## src/rtl/fetch_stage.sv

```systemverilog
// fetch_stage: fetch stage of the five-stage MIPS pipeline.
// Holds the fetch PC, drives the instruction-memory address and captures the
// fetched word, its PC, the delay-slot flag and the fetch exception code into
// the F/D pipeline register.
//
// Optional feature macro: FETCH_ADEL_EN (defined = AdEL fetch-address checking).
//
// Ports:
//   clk           in   rising-edge clock
//   reset         in   asynchronous, active-high reset
//   PC_next       in   next fetch address from the next-PC unit
//   stall         in   hold F and D
//   Req           in   exception/interrupt taken in M, flushes F/D
//   flush_D       in   squash the word currently in F
//   jump_D        in   instruction in D is a branch or jump
//   i_inst_rdata  in   IM read data for PC_F (combinational)
//   PC_F          out  current fetch PC
//   i_inst_addr   out  IM address, equal to PC_F
//   instr_D       out  F/D instruction
//   PC_D          out  F/D PC
//   BD_D          out  D instruction sits in a delay slot
//   excCode_D     out  F-side exception code (0 none, 4 AdEL)
module fetch_stage #(
  parameter logic [31:0] RESET_PC = 32'h0000_3000,
  parameter logic [31:0] HANDLER  = 32'h0000_4180,
  parameter logic [31:0] IM_LO    = 32'h0000_3000,
  parameter logic [31:0] IM_HI    = 32'h0000_6FFF
) (
  input  logic        clk,
  input  logic        reset,
  input  logic [31:0] PC_next,
  input  logic        stall,
  input  logic        Req,
  input  logic        flush_D,
  input  logic        jump_D,
  input  logic [31:0] i_inst_rdata,
  output logic [31:0] PC_F,
  output logic [31:0] i_inst_addr,
  output logic [31:0] instr_D,
  output logic [31:0] PC_D,
  output logic        BD_D,
  output logic [4:0]  excCode_D
);

  localparam logic [4:0] EXC_NONE = 5'd0;
  localparam logic [4:0] EXC_ADEL = 5'd4;

  logic fault_c;

  // Fetch-address fault: misaligned or outside the instruction memory window.
`ifdef FETCH_ADEL_EN
  assign fault_c = (PC_F[1:0] != 2'b00) || (PC_F < IM_LO) || (PC_F > IM_HI);
`else
  assign fault_c = 1'b0;
`endif

  assign i_inst_addr = PC_F;

  // Fetch PC: a taken exception must load the handler even while stalled.
  always_ff @(posedge clk or posedge reset) begin
    if (reset) begin
      PC_F <= RESET_PC;
    end else if (Req || !stall) begin
      PC_F <= PC_next;
    end
  end

  // F/D register; a faulting fetch keeps its PC so EPC/BadVAddr are correct.
  always_ff @(posedge clk or posedge reset) begin
    if (reset) begin
      instr_D   <= 32'd0;
      PC_D      <= RESET_PC;
      BD_D      <= 1'b0;
      excCode_D <= EXC_NONE;
    end else if (Req) begin
      instr_D   <= 32'd0;
      PC_D      <= HANDLER;
      BD_D      <= 1'b0;
      excCode_D <= EXC_NONE;
    end else if (stall) begin
      instr_D   <= instr_D;
      PC_D      <= PC_D;
      BD_D      <= BD_D;
      excCode_D <= excCode_D;
    end else if (flush_D) begin
      instr_D   <= 32'd0;
      PC_D      <= PC_F;
      BD_D      <= 1'b0;
      excCode_D <= EXC_NONE;
    end else begin
      instr_D   <= fault_c ? 32'd0 : i_inst_rdata;
      PC_D      <= PC_F;
      BD_D      <= jump_D;
      excCode_D <= fault_c ? EXC_ADEL : EXC_NONE;
    end
  end

endmodule

```

## config.mk

```make
export PLATFORM = sky130hd
export DESIGN_NAME = fetch_stage
export DESIGN_NICKNAME = d
export VERILOG_FILES = /design/src/rtl/fetch_stage.sv
export SDC_FILE = /design/constraint.sdc
export NUM_CORES = 1
export LEC_CHECK = 0
export CAP_MARGIN = 25
export CORE_MARGIN = 5
export CORE_UTILIZATION = 35
export CTS_BUF_LIST = sky130_fd_sc_hd__clkbuf_16
export CTS_CLUSTER_SIZE = 25
export DETAILED_ROUTE_END_ITERATION = 16
export MAX_ROUTING_LAYER = met4
export PLACE_DENSITY = 0.73
export SLEW_MARGIN = 20
export SYNTH_ARGS = -nofsm -noshare
export SYNTH_HDL_FRONTEND = slang
export SYNTH_SLANG_ARGS = --single-unit
```

## constraint.sdc

```tcl
create_clock -name clk -period 3.2 [get_ports clk]
set_clock_uncertainty 0.2 [all_clocks]
set_input_delay 0.64 -clock clk [delete_from_list [all_inputs] [get_ports clk]]
set_output_delay 0.64 -clock clk [all_outputs]
set_load 0.02 [all_outputs]
```

==> flow_summary.json <==
{
  "syn_inst": 349,
  "fmax_mhz": 423,
  "final_core_util_pct": 53.7,
  "async_flop_share_pct": 100,
  "whs_path_depth": 1,
  "crit_buf_inv": 1,
  "num_rows": 40,
  "grt_util_all_layers_pct": 15.1,
  "p_leak_nw": 2.86,
  "setup_viol_count_final": 0,
  "setup.worst_path.start": "PC_F[13]",
  "vdd_drop_max_mv": 0.218,
  "cp_max_fo": 4,
  "synthesis.area_mm2": 0.00435,
  "path_cells": "clkdlybuf4s50_1",
  "synthSimpleGateAreaFrac_pct": 11.4,
  "layout_worst_path_cycle_share_pct": 73.8,
  "cpPeakStageDelay_ns": 0.62,
  "final_antenna_net_count": 0,
  "cp-endpoint": "PC_F[13]",
  "clk_pin_slew_ns": 0.06,
  "drc": 0,
  "worstSetupEndpointType": "output port",
  "clk_latency_ns": 0.33,
  "die_w_um": 122,
  "synth_seq_cells": 97,
  "area_growth_pct": 49.4,
  "use_met3_pct": 4.66,
  "tightest_slew_ns": 0.830,
  "grt_pass1_wl_um": 17200,
  "layout-drive-gt1-share_pct": 14.7,
  "synth_top_area_cell": "dfrtp_1",
  "r2r-start": "PC_F[7]",
  "antenna_found_initial": 0,
  "cts_setup_buffers": 0,
  "hold_class": "flip-flop to flip-flop",
  "met2_usage_pct": 23.8,
  "root_buffer": "clkbuf_16",
  "clockBufferDepth": 2,
  "post-dp-hpwl_um": 7660,
  "worstPathRequired_ns": 2.36,
  "place_worst_setup_slack_ns": 0.612,
  "synth_top_area_share_pct": 53.5,
  "drv_slew": 0,
  "cp.depth": 1,
  "grt_max_degree": 98,
  "cts_resized": 0,
  "port-buffer-count": 198,
  "holdBufCountCts": 0,
  "pwr_density_cell_mw_per_mm2": 488,
  "post_drt_via_cell_ratio": 4.51,
  "cp_top_family": "buffers and inverters",
  "numCtsBuffers": 9,
  "synth_top_family_by_area": "multiplexers",
  "muxShareOfSynthArea_pct": 17.5,
  "synth_xor_area_share_pct": 0,
  "initial_core_util_pct": 35.9,
  "die_y_um": 122,
  "grt_pass1_vias": 3181,
  "synth-edff-count": 0,
  "reg2reg_depth": 2,
  "drt_pass1_iterations": 4,
  "pin_count": 204,
  "grt_use_met1_pct": 18.6,
  "ys_types": 22,
  "maxCapViolations": 0,
  "syn-mean-instance-area_um2": 12.5,
  "fin_crit_ns": 2.36,
  "critical_path.startpoint_type": "flip-flop",
  "tritoncts": "done",
  "nFillCells": 1094,
  "rsz0062_at_grt": "no",
  "worst_r2r_endpoint": "PC_D[7]",
  "yosys_warnings": 0,
  "fin_setup_tns_ns": 0,
  "diodes": 0,
  "die-area_mm2": 0.0148,
  "finalWorstSetupSlack_ns": 0.837,
  "htreeDepth": 3,
  "synthTopCellsByArea": "dfrtp_1 53%, mux2_4 10%, buf_4 7.1%",
  "finalNetCount": 575,
  "maxSlewHeadroom_pct": 44.5,
  "grt_overflow": 0,
  "synth_ff_type": "dfrtp_1",
  "coreArea_mm2": 0.0121,
  "hold_viol": 0,
  "gp_congestion": 0.734,
  "yosys.area_share.adder_pct": 0,
  "via_count": 3057,
  "slowest_stage": "clkdlybuf4s50_1",
  "cp.arrival_ns": 1.52,
  "cts.sinks": 97,
  "r2r_slack_ns": 2.05,
  "status": "complete, no violations",
  "crit_type": "flip-flop to output port",
  "synth-compound-area-share_pct": 4.97,
  "wl_per_cell_um": 16.3,
  "grt_busiest_layer": "met2",
  "ys_seq_area_share_pct": 55.9,
  "wl_um": 11000,
  "drt_iter0_drc": 155,
  "totalPowerFinal_w": 0.00317
}
[layer usage]
metal,up-vias,wire [um]
met4,0,88
met5,-,0
met3,9,871
met2,118,5400
met1,1485,4680
li1,1445,-
[cell usage in the layout, fill, tap and decap left out, drive strengths merged]
| cell | n |
|---|---|
| mux2i | 29 |
| clkinvlp | 2 |
| mux2 | 32 |
| or3b | 28 |
| a211o | 3 |
| nor2b | 3 |
| dfstp | 4 |
| and2b | 1 |
| inv | 2 |
| bufinv | 2 |
| dfrtp | 93 |
| clkinv | 3 |
| a21oi | 28 |
| nand2 | 28 |
| clkdlybuf4s50 | 196 |
| nor2 | 30 |
| a32o | 5 |
| nand2b | 1 |
| conb | 5 |
| clkbuf | 9 |
| buf | 6 |
[synthesized netlist by cell type, types with 2 or more instances]
master	n
nor2_1	30
or3b_1	12
mux2_2	2
a21oi_1	28
mux2i_1	29
clkbuf_1	9
a211o_1	3
mux2_4	30
dfstp_2	4
a32o_1	5
inv_1	2
dfrtp_1	93
buf_2	4
or3b_2	16
nand2_1	28
nor2b_1	3
buf_6	6
buf_4	41
[sequential cells by signal, indices dropped and copies added (netlist names)]
| name | flops |
|---|---|
| PC_D | 32 |
| PC_F | 32 |
| instr_D | 32 |
| BD_D | 1 |
[cell type report]
class / instances / area [um2] / area share, %
well taps: 168 / 210 / 3.23
clock inverters: 7 / 86.3 / 1.33
multi-input cells: 193 / 1500 / 23.0
inverters: 2 / 11.3 / 0.173
repair buffers: 202 / 2040 / 31.4
clock buffers: 9 / 225 / 3.46
flip-flops and latches: 97 / 2430 / 37.4
[cells by family (layout without fill, tap and decap cells)]
family,after synthesis,in the layout
multiplexers,61,61
AND/OR/NAND/NOR,91,91
AO/OA/AOI/OAI,36,36
buffers and inverters,63,220
other,1,5
flip-flops,97,97
[stage by stage]
step / std cells / hold slack, ns / cell area [um2]
after global placement: 662 / 0.275 / 6190
after detailed placement: 662 / 0.291 / 6190
final: 678 / 0.300 / 6500
after global routing: 678 / 0.328 / 6500
after floorplan: 353 / 0.365 / 4370
after CTS: 678 / 0.305 / 6500
[worst min-delay path by stage]
stage	end	start	slack [ns]
after floorplan	PC_D[12]	PC_D[12]	0.36
after global placement	PC_D[14]	PC_D[14]	0.28
after detailed placement	PC_D[14]	PC_D[14]	0.29
after CTS	PC_D[8]	PC_D[8]	0.31
after global routing	instr_D[0]	instr_D[0]	0.33
final	PC_D[14]	PC_D[14]	0.30
[report_power, final]
| group | internal [W] | switching [W] |
|---|---|---|
| logic | 0.000362 | 0.000320 |
| clock network | 0.000678 | 0.000443 |
| registers | 0.00131 | 0.0000615 |
| total | 0.00235 | 0.000824 |
Power figures use the tool's default switching activity.
